<file path="config.mk">
export PLATFORM = sky130hd
export DESIGN_NAME = booth_r8_pp_sequencer
export DESIGN_NICKNAME = d
export VERILOG_FILES = /design/src/rtl/booth_r8_pkg.sv /design/src/rtl/booth_r8_encoder.sv /design/src/rtl/booth_r8_pp_sequencer.sv
export SDC_FILE = /design/constraint.sdc
export NUM_CORES = 1
export LEC_CHECK = 0
export CAP_MARGIN = 20
export CORE_MARGIN = 2
export CORE_UTILIZATION = 40
export DETAILED_ROUTE_END_ITERATION = 10
export HOLD_SLACK_MARGIN = 0.02
export PLACE_DENSITY_LB_ADDON = 0.2
export SYNTH_ARGS = -nofsm -noshare
export SYNTH_HDL_FRONTEND = slang
export SYNTH_SLANG_ARGS = --single-unit
</file>
<file path="constraint.sdc">
create_clock -name clk -period 3.5 [get_ports clk]
set_input_delay 0.7 -clock clk [delete_from_list [all_inputs] [get_ports clk]]
set_output_delay 0.7 -clock clk [all_outputs]
set_load 0.02 [all_outputs]
</file>
<file path="src/rtl/booth_r8_pkg.sv">
// Shared types and the radix-8 Booth window encoder for the partial-product sequencer.
// Selection is one-hot over the 1X/2X/3X/4X multiples, plus a separate sign bit.
package booth_r8_pkg;

   typedef struct packed {
      logic x4;
      logic x3;
      logic x2;
      logic x1;
      logic neg;
   } booth_sel_t;

   typedef enum logic [1:0] {
      IDLE = 2'd0,
      PREP = 2'd1,
      EMIT = 2'd2
   } booth_state_e;

   // Window bits are {y[3i+2], y[3i+1], y[3i], y[3i-1]}; 0000 and 1111 both encode zero.
   function automatic booth_sel_t booth_encode(input logic [3:0] w);
      booth_sel_t s;
      s = '0;
      case (w)
         4'b0001, 4'b0010, 4'b1101, 4'b1110: s.x1 = 1'b1;
         4'b0011, 4'b0100, 4'b1011, 4'b1100: s.x2 = 1'b1;
         4'b0101, 4'b0110, 4'b1001, 4'b1010: s.x3 = 1'b1;
         4'b0111, 4'b1000:                   s.x4 = 1'b1;
         default: ;
      endcase
      s.neg = w[3] & ~(&w[2:0]);
      return s;
   endfunction

endpackage

</file>
<file path="src/rtl/booth_r8_encoder.sv">
// Combinational radix-8 Booth encoder: 4-bit multiplier window to one-hot multiple select.
module booth_r8_encoder
   import booth_r8_pkg::*;
(
   input  logic [3:0] win,
   output booth_sel_t sel
);

   assign sel = booth_encode(win);

endmodule

</file>
<file path="src/rtl/booth_r8_pp_sequencer.sv">
// Iterative radix-8 Booth partial-product sequencer: one operand pair in, one row per handshake out.
// Optional macro BOOTH_ZERO_SKIP_EN drops rows whose Booth digit is zero.
//
//   state | meaning
//   IDLE  | in_ready high, waiting for an operand pair
//   PREP  | build 3X, load row 0 (or first non-zero row) onto the outputs
//   EMIT  | hold current row until pp_ready, then load next row or return to IDLE
module booth_r8_pp_sequencer
   import booth_r8_pkg::*;
#(
   parameter  int WIDTH  = 24,
   localparam int PP_W   = WIDTH + 3,
   localparam int NUM_PP = (WIDTH + 2) / 3,
   localparam int IDX_W  = (NUM_PP > 1) ? $clog2(NUM_PP) : 1
) (
   input  logic              clk,
   input  logic              rst,
   input  logic              in_valid,
   output logic              in_ready,
   input  logic [WIDTH-1:0]  x_in,
   input  logic [WIDTH-1:0]  y_in,
   output logic              pp_valid,
   input  logic              pp_ready,
   output logic [PP_W-1:0]   pp,
   output logic              pp_neg,
   output logic [IDX_W-1:0]  pp_idx,
   output logic              pp_last
);

   localparam int YW = 3 * NUM_PP;

   booth_state_e      state_q, state_d;
   logic [WIDTH-1:0]  x_q;
   logic [YW-1:0]     y_q;
   logic [PP_W-1:0]   x3_q;
   logic [PP_W-1:0]   pp_q;
   logic              neg_q, last_q, valid_q;
   logic [IDX_W-1:0]  idx_q;

   logic              load, clear, ld_last;
   logic [IDX_W-1:0]  scan_start, ld_idx;
   logic [YW:0]       y_ext;
   logic [NUM_PP-1:0] nz;
   logic [3:0]        ld_win;
   booth_sel_t        ld_sel;
   logic [PP_W-1:0]   x1, x2, x3, x4, mag, row;

   assign y_ext = {y_q, 1'b0};
   assign x1    = PP_W'($signed(x_q));
   assign x2    = x1 << 1;
   assign x4    = x1 << 2;
   // Row 0 is loaded in the same cycle 3X is registered, so bypass the register then.
   assign x3    = (state_q == PREP) ? (x1 + x2) : x3_q;

   always_comb begin
      nz = '0;
      for (int i = 0; i < NUM_PP; i++)
         nz[i] = (y_ext[3*i +: 4] != 4'b0000) && (y_ext[3*i +: 4] != 4'b1111);
   end

   always_comb begin
      state_d    = state_q;
      load       = 1'b0;
      clear      = 1'b0;
      scan_start = '0;
      case (state_q)
         IDLE: if (in_valid) state_d = PREP;
         PREP: begin
            load    = 1'b1;
            state_d = EMIT;
         end
         EMIT: if (pp_ready) begin
            if (last_q) begin
               clear   = 1'b1;
               state_d = IDLE;
            end else begin
               load       = 1'b1;
               scan_start = idx_q + 1'b1;
            end
         end
         default: state_d = IDLE;
      endcase
   end

`ifdef BOOTH_ZERO_SKIP_EN
   // An all-zero multiplier still produces one (zero) row, tagged with the top index.
   always_comb begin
      ld_idx = IDX_W'(NUM_PP - 1);
      for (int i = NUM_PP - 1; i >= 0; i--)
         if (nz[i] && (i >= int'(scan_start))) ld_idx = IDX_W'(i);
      ld_last = 1'b1;
      for (int i = 0; i < NUM_PP; i++)
         if (nz[i] && (i > int'(ld_idx))) ld_last = 1'b0;
   end
`else
   assign ld_idx  = scan_start;
   assign ld_last = (scan_start == IDX_W'(NUM_PP - 1));
`endif

   always_comb begin
      ld_win = '0;
      for (int i = 0; i < NUM_PP; i++)
         if (ld_idx == IDX_W'(i)) ld_win = y_ext[3*i +: 4];
   end

   booth_r8_encoder u_enc (
      .win (ld_win),
      .sel (ld_sel)
   );

   assign mag = ({PP_W{ld_sel.x1}} & x1) | ({PP_W{ld_sel.x2}} & x2) |
                ({PP_W{ld_sel.x3}} & x3) | ({PP_W{ld_sel.x4}} & x4);
   assign row = mag ^ {PP_W{ld_sel.neg}};

   always_ff @(posedge clk) begin
      if (rst) begin
         state_q <= IDLE;
         x_q     <= '0;
         y_q     <= '0;
         x3_q    <= '0;
         pp_q    <= '0;
         neg_q   <= 1'b0;
         idx_q   <= '0;
         last_q  <= 1'b0;
         valid_q <= 1'b0;
      end else begin
         state_q <= state_d;
         if ((state_q == IDLE) && in_valid) begin
            x_q <= x_in;
            y_q <= YW'($signed(y_in));
         end
         if (state_q == PREP) x3_q <= x3;
         if (load) begin
            pp_q    <= row;
            neg_q   <= ld_sel.neg;
            idx_q   <= ld_idx;
            last_q  <= ld_last;
            valid_q <= 1'b1;
         end else if (clear) begin
            valid_q <= 1'b0;
         end
      end
   end

   assign in_ready = (state_q == IDLE);
   assign pp_valid = valid_q;
   assign pp       = pp_q;
   assign pp_neg   = neg_q;
   assign pp_idx   = idx_q;
   assign pp_last  = last_q;

endmodule

</file>
Word level (Yosys, flattened, before mapping). Cells that the tools add are included.

Bits in registers: 110. Bits of input ports: 52. Output and inout port bits: 34. Word-level logic and storage cells: 85.

$add $sub $neg: 2. Equal/unequal tests: 26. Multiplexer cells: 28. Bitwise operators: 10. Reductions and logical operators: 10.

Operators with widths (count): 27-bit AND (4); 27-bit bitwise OR (3); 4-bit two-way mux (8); 4-bit equality test (second input constant) (7); 27-bit two-way mux (1); 27-bit XOR (1); 24-bit by 25-bit adder with 26-bit output (1); 4-bit by 3-bit equality test with 1-bit output (second input constant) (4); 3-bit equality test (second input constant) (4); 4-bit OR reduction (3); 1-bit two-way mux (11); 3-bit two-way mux (3); 4-bit by 2-bit equality test with 1-bit output (second input constant) (2); 3-bit by 2-bit equality test with 1-bit output (second input constant) (2); 2-bit two-way mux (3); 2-bit inequality test (second input constant) (3); 2-bit case mux with 3 select lines (1); 3-bit AND reduction (2); 4-bit by 1-bit equality test with 1-bit output (second input constant) (1); 3-bit by 1-bit adder with 3-bit output (second input constant) (1); 3-bit by 1-bit equality test with 1-bit output (second input constant) (1); 3-bit zero test (1); 2-bit by 1-bit equality test with 1-bit output (second input constant) (1); 2-bit equality test (second input constant) (1); other kinds (7) (7).

Depth between registers and ports, before layout. Gate-level depths: netlist of run 1.

Depth after elaboration: 21. Depth in mapped cells: 14.

Cells and area by module. Synthesis of run 1 repeated with hierarchy kept, for this count alone.

Cells, all modules: 857. Area, all modules: 6572.6 sq um.

By module, submodules not included: booth_r8_pp_sequencer (times used 1, cells each 846, area each 6502.5 sq um); booth_r8_encoder (times used 1, cells each 11, area each 70.1 sq um).

Worst setup path after synthesis of run 1. Ideal clock, no wire load.

Kind: register to register. From: register x_q[1]. To: register pp_q[23], in the netlist pp[23]. Arrival: 3.054 ns. Data required time: 3.363 ns. Slack: 0.309 ns. Cell stages (with the launch flop): 12. Buffers on the path: 0. Period minus slack after synthesis: 3.191 ns. Cells stage by stage: dfxtp_1 ha_1 fa_1 a211oi_1 nor2_1 a21oi_1 a211oi_1 a2111oi_0 a211o_1 nand2_1 o311ai_0 o211ai_1.

Longest elaborated chain between the ends: 6.

RTL lines: start, declared (line booth_r8_pp_sequencer.sv:33) `logic [WIDTH-1:0] x_q;`; start signal, assigned (line booth_r8_pp_sequencer.sv:129) `x_q <= x_in;`; 24-bit by 25-bit adder with 26-bit output (line booth_r8_pp_sequencer.sv:53) `assign x3 = (state_q == PREP) ? (x1 + x2) : x3_q;`; 27-bit two-way mux (line booth_r8_pp_sequencer.sv:53); 27-bit AND (line booth_r8_pp_sequencer.sv:112) `({PP_W{ld_sel.x3}} & x3) | ({PP_W{ld_sel.x4}} & x4);`; 27-bit bitwise OR (line booth_r8_pp_sequencer.sv:111) `assign mag = ({PP_W{ld_sel.x1}} & x1) | ({PP_W{ld_sel.x2}} & x2) |`; 27-bit bitwise OR (line booth_r8_pp_sequencer.sv:112); 27-bit XOR (line booth_r8_pp_sequencer.sv:113) `assign row = mag ^ {PP_W{ld_sel.neg}};`; end signal, assigned (line booth_r8_pp_sequencer.sv:134) `pp_q <= row;`; end, declared (line booth_r8_pp_sequencer.sv:36) `logic [PP_W-1:0] pp_q;`.

Every way passes these cells. A chain may end at the register's enable or synchronous reset.

Worst setup path in the final report of run 1.
From: input port pp_ready. To: register pp_q[26], in the netlist pp[26].

Longest elaborated chain between the ends: 19.

RTL lines: start, declared (line booth_r8_pp_sequencer.sv:23) `input logic pp_ready,`; 3-bit two-way mux (line booth_r8_pp_sequencer.sv:72) `EMIT: if (pp_ready) begin`; 3-bit two-way mux (line booth_r8_pp_sequencer.sv:66) `case (state_q)`; 3-bit zero test (line booth_r8_pp_sequencer.sv:103) `if (ld_idx == IDX_W'(i)) ld_win = y_ext[3*i +: 4];`; 4-bit two-way mux (8 in a row) (line booth_r8_pp_sequencer.sv:103); 4-bit by 1-bit equality test with 1-bit output (tied with other cells) (line booth_r8_pkg.sv:23) `case (w)`; 4-bit OR reduction (line booth_r8_pkg.sv:23); 1-bit two-way mux (line booth_r8_pkg.sv:23); 27-bit AND (line booth_r8_pp_sequencer.sv:111); 27-bit bitwise OR (2 in a row) (line booth_r8_pp_sequencer.sv:111); 27-bit bitwise OR (line booth_r8_pp_sequencer.sv:112); 27-bit XOR (line booth_r8_pp_sequencer.sv:113).

Several ways; a longest one is shown, not always the timed one.

==> impl_metrics.csv, run 1 <==
group,metric,value,unit
outcome,status,"finished clean",
synthesis,synth_edf_count,0,
sta,setup_violations,0,
clock_network,clk_path_buf_depth,2,
worst_setup_path,endpoint_kind,"register",
sta,slew_violations,0,
clock_network,cts_hold_buf,0,
worst_setup_path,cp_top_family,"compound AO/OA/AOI/OAI gates",
floorplanning,die_area,17230,sq um
worst_setup_path,crit_path_max_incr_delay,560,ps
clock_network,clock_latency,360,ps
synthesis,synthCells,798,
power_and_ir_drop,p_leak,0.003213,uW
sta,relSlewSlack,59.41,%
clock_network,cts_tree,"done",
cells_and_area,insertedDiodeCount,0,
global_route,grt_overflow,0,
place,numPortBuffers,85,
sta,setup_ws,169.8,ps
detailed_routing,drc,0,
cells_and_area,final_common_cell,"nand2_1",
sta,whs,454.4,ps
detailed_routing,ant_nets,0,
worst_setup_path,startpoint_type,"primary input",
clock_network,cts_sinks,110,
synthesis,ys_types,80,
detailed_routing,drt-initial-drc-count,404,
synthesis,yosys_most_used_dff,"dfxtp_1",
place,hpwl,13.39,mm
place,globalplace.congestion,0.8356,
synthesis,synth_warnings,0,
global_route,antenna_found_initial,0,
sta,hold_viol,0,
detailed_routing,vias,6280,
synthesis,syn_area,6479,sq um
synthesis,synth_top_area_share,33.99,%
synthesis,synthTopCellsByArea,"dfxtp_1 (34%), nand2_1 (7.9%), a21oi_1 (6.2%), ha_1 (5.2%), mux2i_1 (4.8%)",
place,place_area,7894,sq um
synthesis,ys_seq_elements,110,
worst_setup_path,path_cells,"clkdlybuf4s50_1 -> nand3b_4 -> or4_1 -> o211ai_1 -> a22o_1 -> buf_4 -> o211a_1 -> nor3_1 -> o41ai_2 -> a21oi_1 -> a311o_1",
detailed_routing,post_drt_wl_per_cell,16.53,microns
cells_and_area,drive_gt1_share,11.72,%
clock_network,clk_root_buffer_cell,"clkbuf_16",
clock_network,htreeDepth,3,
synthesis,async_flop_share,0,%
cells_and_area,final_util,51.67,%
power_and_ir_drop,power,3282,uW
worst_setup_path,cp.required,3750,ps
hold_path,hp-class,"register to register",
cells_and_area,layout_common_cells,"nand2_1 (137), dfxtp_1 (110), clkdlybuf4s50_1 (84), a21oi_1 (80), nor2_1 (63)",
worst_setup_path,crit_arrival,3580,ps
clock_network,clk_pin_slew_worst_paths,70,ps
worst_setup_path,crit_fanout,4,
global_route,grt_usage,21.60,%
place,dp_slack,-169.2,ps
floorplanning,rows,46,
cells_and_area,layout-area-overhead-vs-synth,26.69,%
detailed_routing,wirelength,18.66,mm
synthesis,synth_area_leader_cell,"dfxtp_1",
floorplanning,die_h,131.3,microns
cells_and_area,design_area,8208,sq um
sta,worstMarginPinSlew,608.9,ps
flow_run,maxCapViolations,0,
clock_network,cts_buffers,9,
detailed_routing,first_pass_iters,6,
global_route,grt_max_degree,49,
power_and_ir_drop,power.density,399.9,nW/um^2
synthesis,syn_avg_cell_area,8.119,sq um
global_route,grt_pass1_vias,5992,
power_and_ir_drop,peakVddDrop,0.2521,mV
floorplanning,ios,86,
worst_setup_path,slowest_stage,"clkdlybuf4s50_1",
worst_setup_path,critical_path_class,"primary input to register",
worst_setup_path,crit_buf_inv,2,
sta,post-route-period-util,95.15,%
worst_setup_path,regToRegSetupSlack,250,ps
global_route,grt_pass1_wl,30.38,mm
detailed_routing,vias_per_cell,5.562,
sta,fin_crit,3330,ps
floorplanning,die_w,131.3,microns
synthesis,synth_nets,878,
floorplanning,initial_utilization,40.78,%
synthesis,yosysSeqAreaShare,33.99,%
sta,max_freq,0.3003,GHz
sta,fin_skew,9.040,ps
floorplanning,core,15890,sq um
sta,rsz0062_at_grt,"false",
cells_and_area,fin_nets,988,
==> cell type report <==
cell class	count	area, sq um
clock inverters	5	65.06
well taps	216	270.3
repair buffers	147	1361
multi-input cells	626	4014
flip-flops and latches	110	2202
fillers	1539	7677
inverters	14	52.55
clock buffers	11	242.7
==> Yosys cell counts (all sizes together) (4+ instances only) <==
cell	n
nor2b	5
buf	20
nand2b	6
nand2	137
a31oi	6
nor2	63
a22o	7
a21o	10
o21bai	4
a2111oi	7
o311ai	4
a21oi	80
nand3	26
mux2	7
o32ai	4
and2	17
and3	13
o21ai	29
nand3b	4
o2111ai	4
a222oi	10
dfxtp	110
o211a	4
a221o	5
xor2	4
ha	27
o21a	6
xnor2	8
nor3	13
inv	14
a31o	5
clkbuf	28
a211oi	9
o211ai	14
or3	5
mux2i	32
a211o	5
a22oi	4
==> where the power goes <==
part | switching, uW | internal (uW) | total [uW]
clock | 494 | 583 | 1080
combinational | 453 | 345 | 798
sequential | 72.3 | 1330 | 1410
total | 1020 | 2260 | 3280
==> metrics by stage <==
| step | std cells | TNS [ps] |
|---|---|---|
| after floorplan | 798 | 0 |
| after global placement | 1113 | -667.4 |
| after detailed placement | 1113 | -1079 |
| after CTS | 1129 | 0 |
| after global routing | 1129 | 0 |
| final | 1129 | 0 |
==> state kept, by name (all words and copies together) (netlist names) <==
name	flops
pp	27
pp_valid	1
y_q	24
pp_last	1
pp_idx	3
pp_neg	1
x3_q	27
state_q	2
x_q	24
==> worst register-to-register path, cell delays in order, from the launching register on <==
cell,delay (ps)
dfxtp_1,320
ha_1,250
fa_1,470
a211oi_2,240
nor2_1,110
a21oi_1,220
a211oi_1,180
a2111oi_1,470
buf_4,210
a211o_1,100
nand2_1,90
o311ai_0,340
o211ai_1,140
==> layer usage <==
metal,wire (microns),GRT usage [%],vias to the layer above
met5,0,0,-
met4,213,4.650,0
met3,831,3.627,14
met2,8646,35.94,175
met1,8967,29.47,2934
li1,-,-,3157
==> repair_timing <==
action / CTS / global route
endpoints found under the setup margin: 0 / 2
buffers inserted: 0 / 0
gates resized for setup: 0 / 2
==> final timing paths <==
check	to	depth (start not counted)	start
worst min-delay path	y_q[23]	2	y_q[23]
worst min register to register	y_q[23]	2	y_q[23]
worst max-delay path	pp[26]	11	pp_ready
worst max register to register	pp[23]	12	x_q[0]
==> cell families (layout without fill, tap and decap cells) <==
logic type	Yosys count	after routing	synth area share (%)
xor+xnor	12	12	1.738
buf+inv	62	177	4.229
compound gates	246	246	26.81
fa+ha+maj	28	28	5.523
flops	110	110	33.99
simple gates	300	300	21.01
mux	40	40	6.701
(Power assumes the default switching activity.)
==> run 2, diff against run 1 <==
--- a/config.mk
+++ b/config.mk
@@ -11,6 +11,7 @@
 export DETAILED_ROUTE_END_ITERATION = 10
 export HOLD_SLACK_MARGIN = 0.02
 export PLACE_DENSITY_LB_ADDON = 0.2
+export RECOVER_POWER = 50
 export SYNTH_ARGS = -nofsm -noshare
 export SYNTH_HDL_FRONTEND = slang
 export SYNTH_SLANG_ARGS = --single-unit
==> run 2 against run 1 <==
  * The flow now finishes with violations (max-capacitance violations, max-slew violations)
  * Critical path depth stayed put
  * Sequential power hardly changed
  * Utilization is 0.079 points lower
  * Sequential cell count stayed put
  * Worst hold slack hardly changed
  * Clock-buffer cell count stayed put
  * Fmax is 0.78% higher
  * Final cell count stayed put
  * Combinational power is 1% lower
  * Final area is 0.15% lower
  * Sequential share of layout area hardly changed
  * Global-route usage stayed put
  * Critical endpoint unchanged
  * Highest routed layer unchanged
==> impl_metrics.csv, run 2 (synthesis gave the netlist of run 1 again) <==
group,metric,value,unit
outcome,status,"complete, but fails checks",
outcome,failed_checks,"max-capacitance violations, max-slew violations",
detailed_routing,vias_per_cell,5.585,
power_and_ir_drop,p_leak,0.003296,uW
sta,worstMarginPinSlew,1603,ps
global_route,grt_usage,21.60,%
worst_setup_path,crit_fanout,4,
sta,rsz0062_at_grt,"false",
cells_and_area,layout_common_cells,"nand2_1 (137), dfxtp_1 (110), a21oi_1 (80), nor2_1 (63), clkdlybuf4s50_1 (57)",
global_route,grt_overflow,0,
detailed_routing,wl_met1,8.822,mm
place,globalplace.congestion,0.8356,
worst_setup_path,worstRegToRegCells,12,
detailed_routing,ant_nets,0,
global_route,grt_pass1_wl,30.38,mm
floorplanning,rows,46,
detailed_routing,post_drt_wl_per_cell,16.51,microns
cells_and_area,fin_nets,988,
detailed_routing,wl_met3,995,microns
cells_and_area,final_common_cell,"nand2_1",
global_route,antenna_found_initial,0,
sta,fin_crit,3305,ps
sta,fin_skew,9.346,ps
clock_network,clock_latency,360,ps
floorplanning,die_h,131.3,microns
floorplanning,die_area,17230,sq um
place,numPortBuffers,85,
place,hpwl,13.39,mm
sta,slew_violations,33,
detailed_routing,drt-initial-drc-count,443,
cells_and_area,stdcell_count,1129,
power_and_ir_drop,power,3277,uW
hold_path,hold_depth,2,
floorplanning,ios,86,
clock_network,cts_buffers,9,
sta,relSlewSlack,-6.924,%
floorplanning,die_w,131.3,microns
place,dp_slack,-169.2,ps
cells_and_area,final_util,51.59,%
sta,max_freq,0.3026,GHz
clock_network,clk_root_buffer_cell,"clkbuf_16",
clock_network,post-cts-setup-buffers,0,
clock_network,cts_sinks,110,
cells_and_area,insertedDiodeCount,0,
detailed_routing,vias,6306,
power_and_ir_drop,peakVddDrop,0.2541,mV
detailed_routing,dr.max_layer_used,"met4",
clock_network,cts_tree,"done",
sta,setup_violations,0,
cells_and_area,layout-area-overhead-vs-synth,26.50,%
power_and_ir_drop,power.density,399.8,nW/um^2
detailed_routing,wirelength,18.64,mm
worst_setup_path,critical_path_class,"primary input to register",
floorplanning,core,15890,sq um
worst_setup_path,cp.required,3750,ps
detailed_routing,drc,0,
detailed_routing,first_pass_iters,6,
hold_path,hp-class,"register to register",
clock_network,clk_pin_slew_worst_paths,70,ps
cells_and_area,drive_gt1_share,11.17,%
sta,hold_viol,0,
global_route,grt_max_degree,49,
sta,setup_ws,195.4,ps
global_route,grt_pass1_vias,5992,
clock_network,ctsResizeCount,0,
clock_network,clk_path_buf_depth,2,
floorplanning,initial_utilization,40.78,%
worst_setup_path,crit_arrival,3550,ps
place,placed_cells,1113,
cells_and_area,nFillCells,1545,
clock_network,cts_hold_buf,0,
detailed_routing,met2_length,8.599,mm
sta,post-route-period-util,94.42,%
flow_run,maxCapViolations,1,
clock_network,htreeDepth,3,
worst_setup_path,startpoint_type,"primary input",
worst_setup_path,endpoint_kind,"register",
run 2: cell types whose count changed in the layout (fill, tap and decap cells not counted), moves of 2 or more:
cell | previous run | this run
dlygate4sd3_1 | 0 | 27
clkbuf_1 | 1 | 3
clkdlybuf4s50_1 | 84 | 57
buf_4 | 58 | 56
run 2: cell type report:
type	count	area (sq um)	share of cell area [%]
Clock buffer	11	242.7	2.962
Clock inverter	5	65.06	0.7939
Inverter	14	52.55	0.6412
Multi-Input combinational cell	626	4009	48.92
Sequential cell	110	2202	26.87
Tap cell	216	270.3	3.298
Timing Repair Buffer	147	1354	16.52
run 2: critical path, stage by stage:
cell             delay [ps]
clkdlybuf4s50_1         560
nand3b_4                 90
or4_1                   500
o211ai_1                140
a22o_1                  220
buf_4                   150
o211a_1                 240
nor3_1                   70
o41ai_2                 420
a21oi_1                 120
a311o_1                 330
run 2: power by group:
part           switching, uW  leakage, uW  internal [uW]  total [uW]
logic                    451      0.00226            339         790
registers               71.6     0.000896           1330        1410
clock network            497     0.000144            583        1080
total                   1020      0.00330           2260        3280
run 2: worst paths after layout:
kind / endpoint / startpoint / slack (ps)
hold reg to reg: y_q[23] / y_q[23] / 450
hold / removal: y_q[23] / y_q[23] / 450
setup reg to reg: pp[23] / x_q[0] / 260
setup / recovery: pp[26] / pp_ready / 200
run 2: layer usage:
| metal | GRT usage [%] | vias to the layer above |
|---|---|---|
| met1 | 29.47 | 2953 |
| met4 | 4.650 | 0 |
| li1 | - | 3156 |
| met5 | 0 | - |
| met3 | 3.627 | 15 |
| met2 | 35.94 | 182 |
run 2: through the flow:
stage	TNS, ps	instance area [sq um]	hold WS [ps]
floorplan	0	6479	431.9
global placement	-667.4	7894	440.9
detailed placement	-1079	7894	441.8
CTS	0	8202	452.2
global route	0	8195	480.9
finish	0	8195	454.7
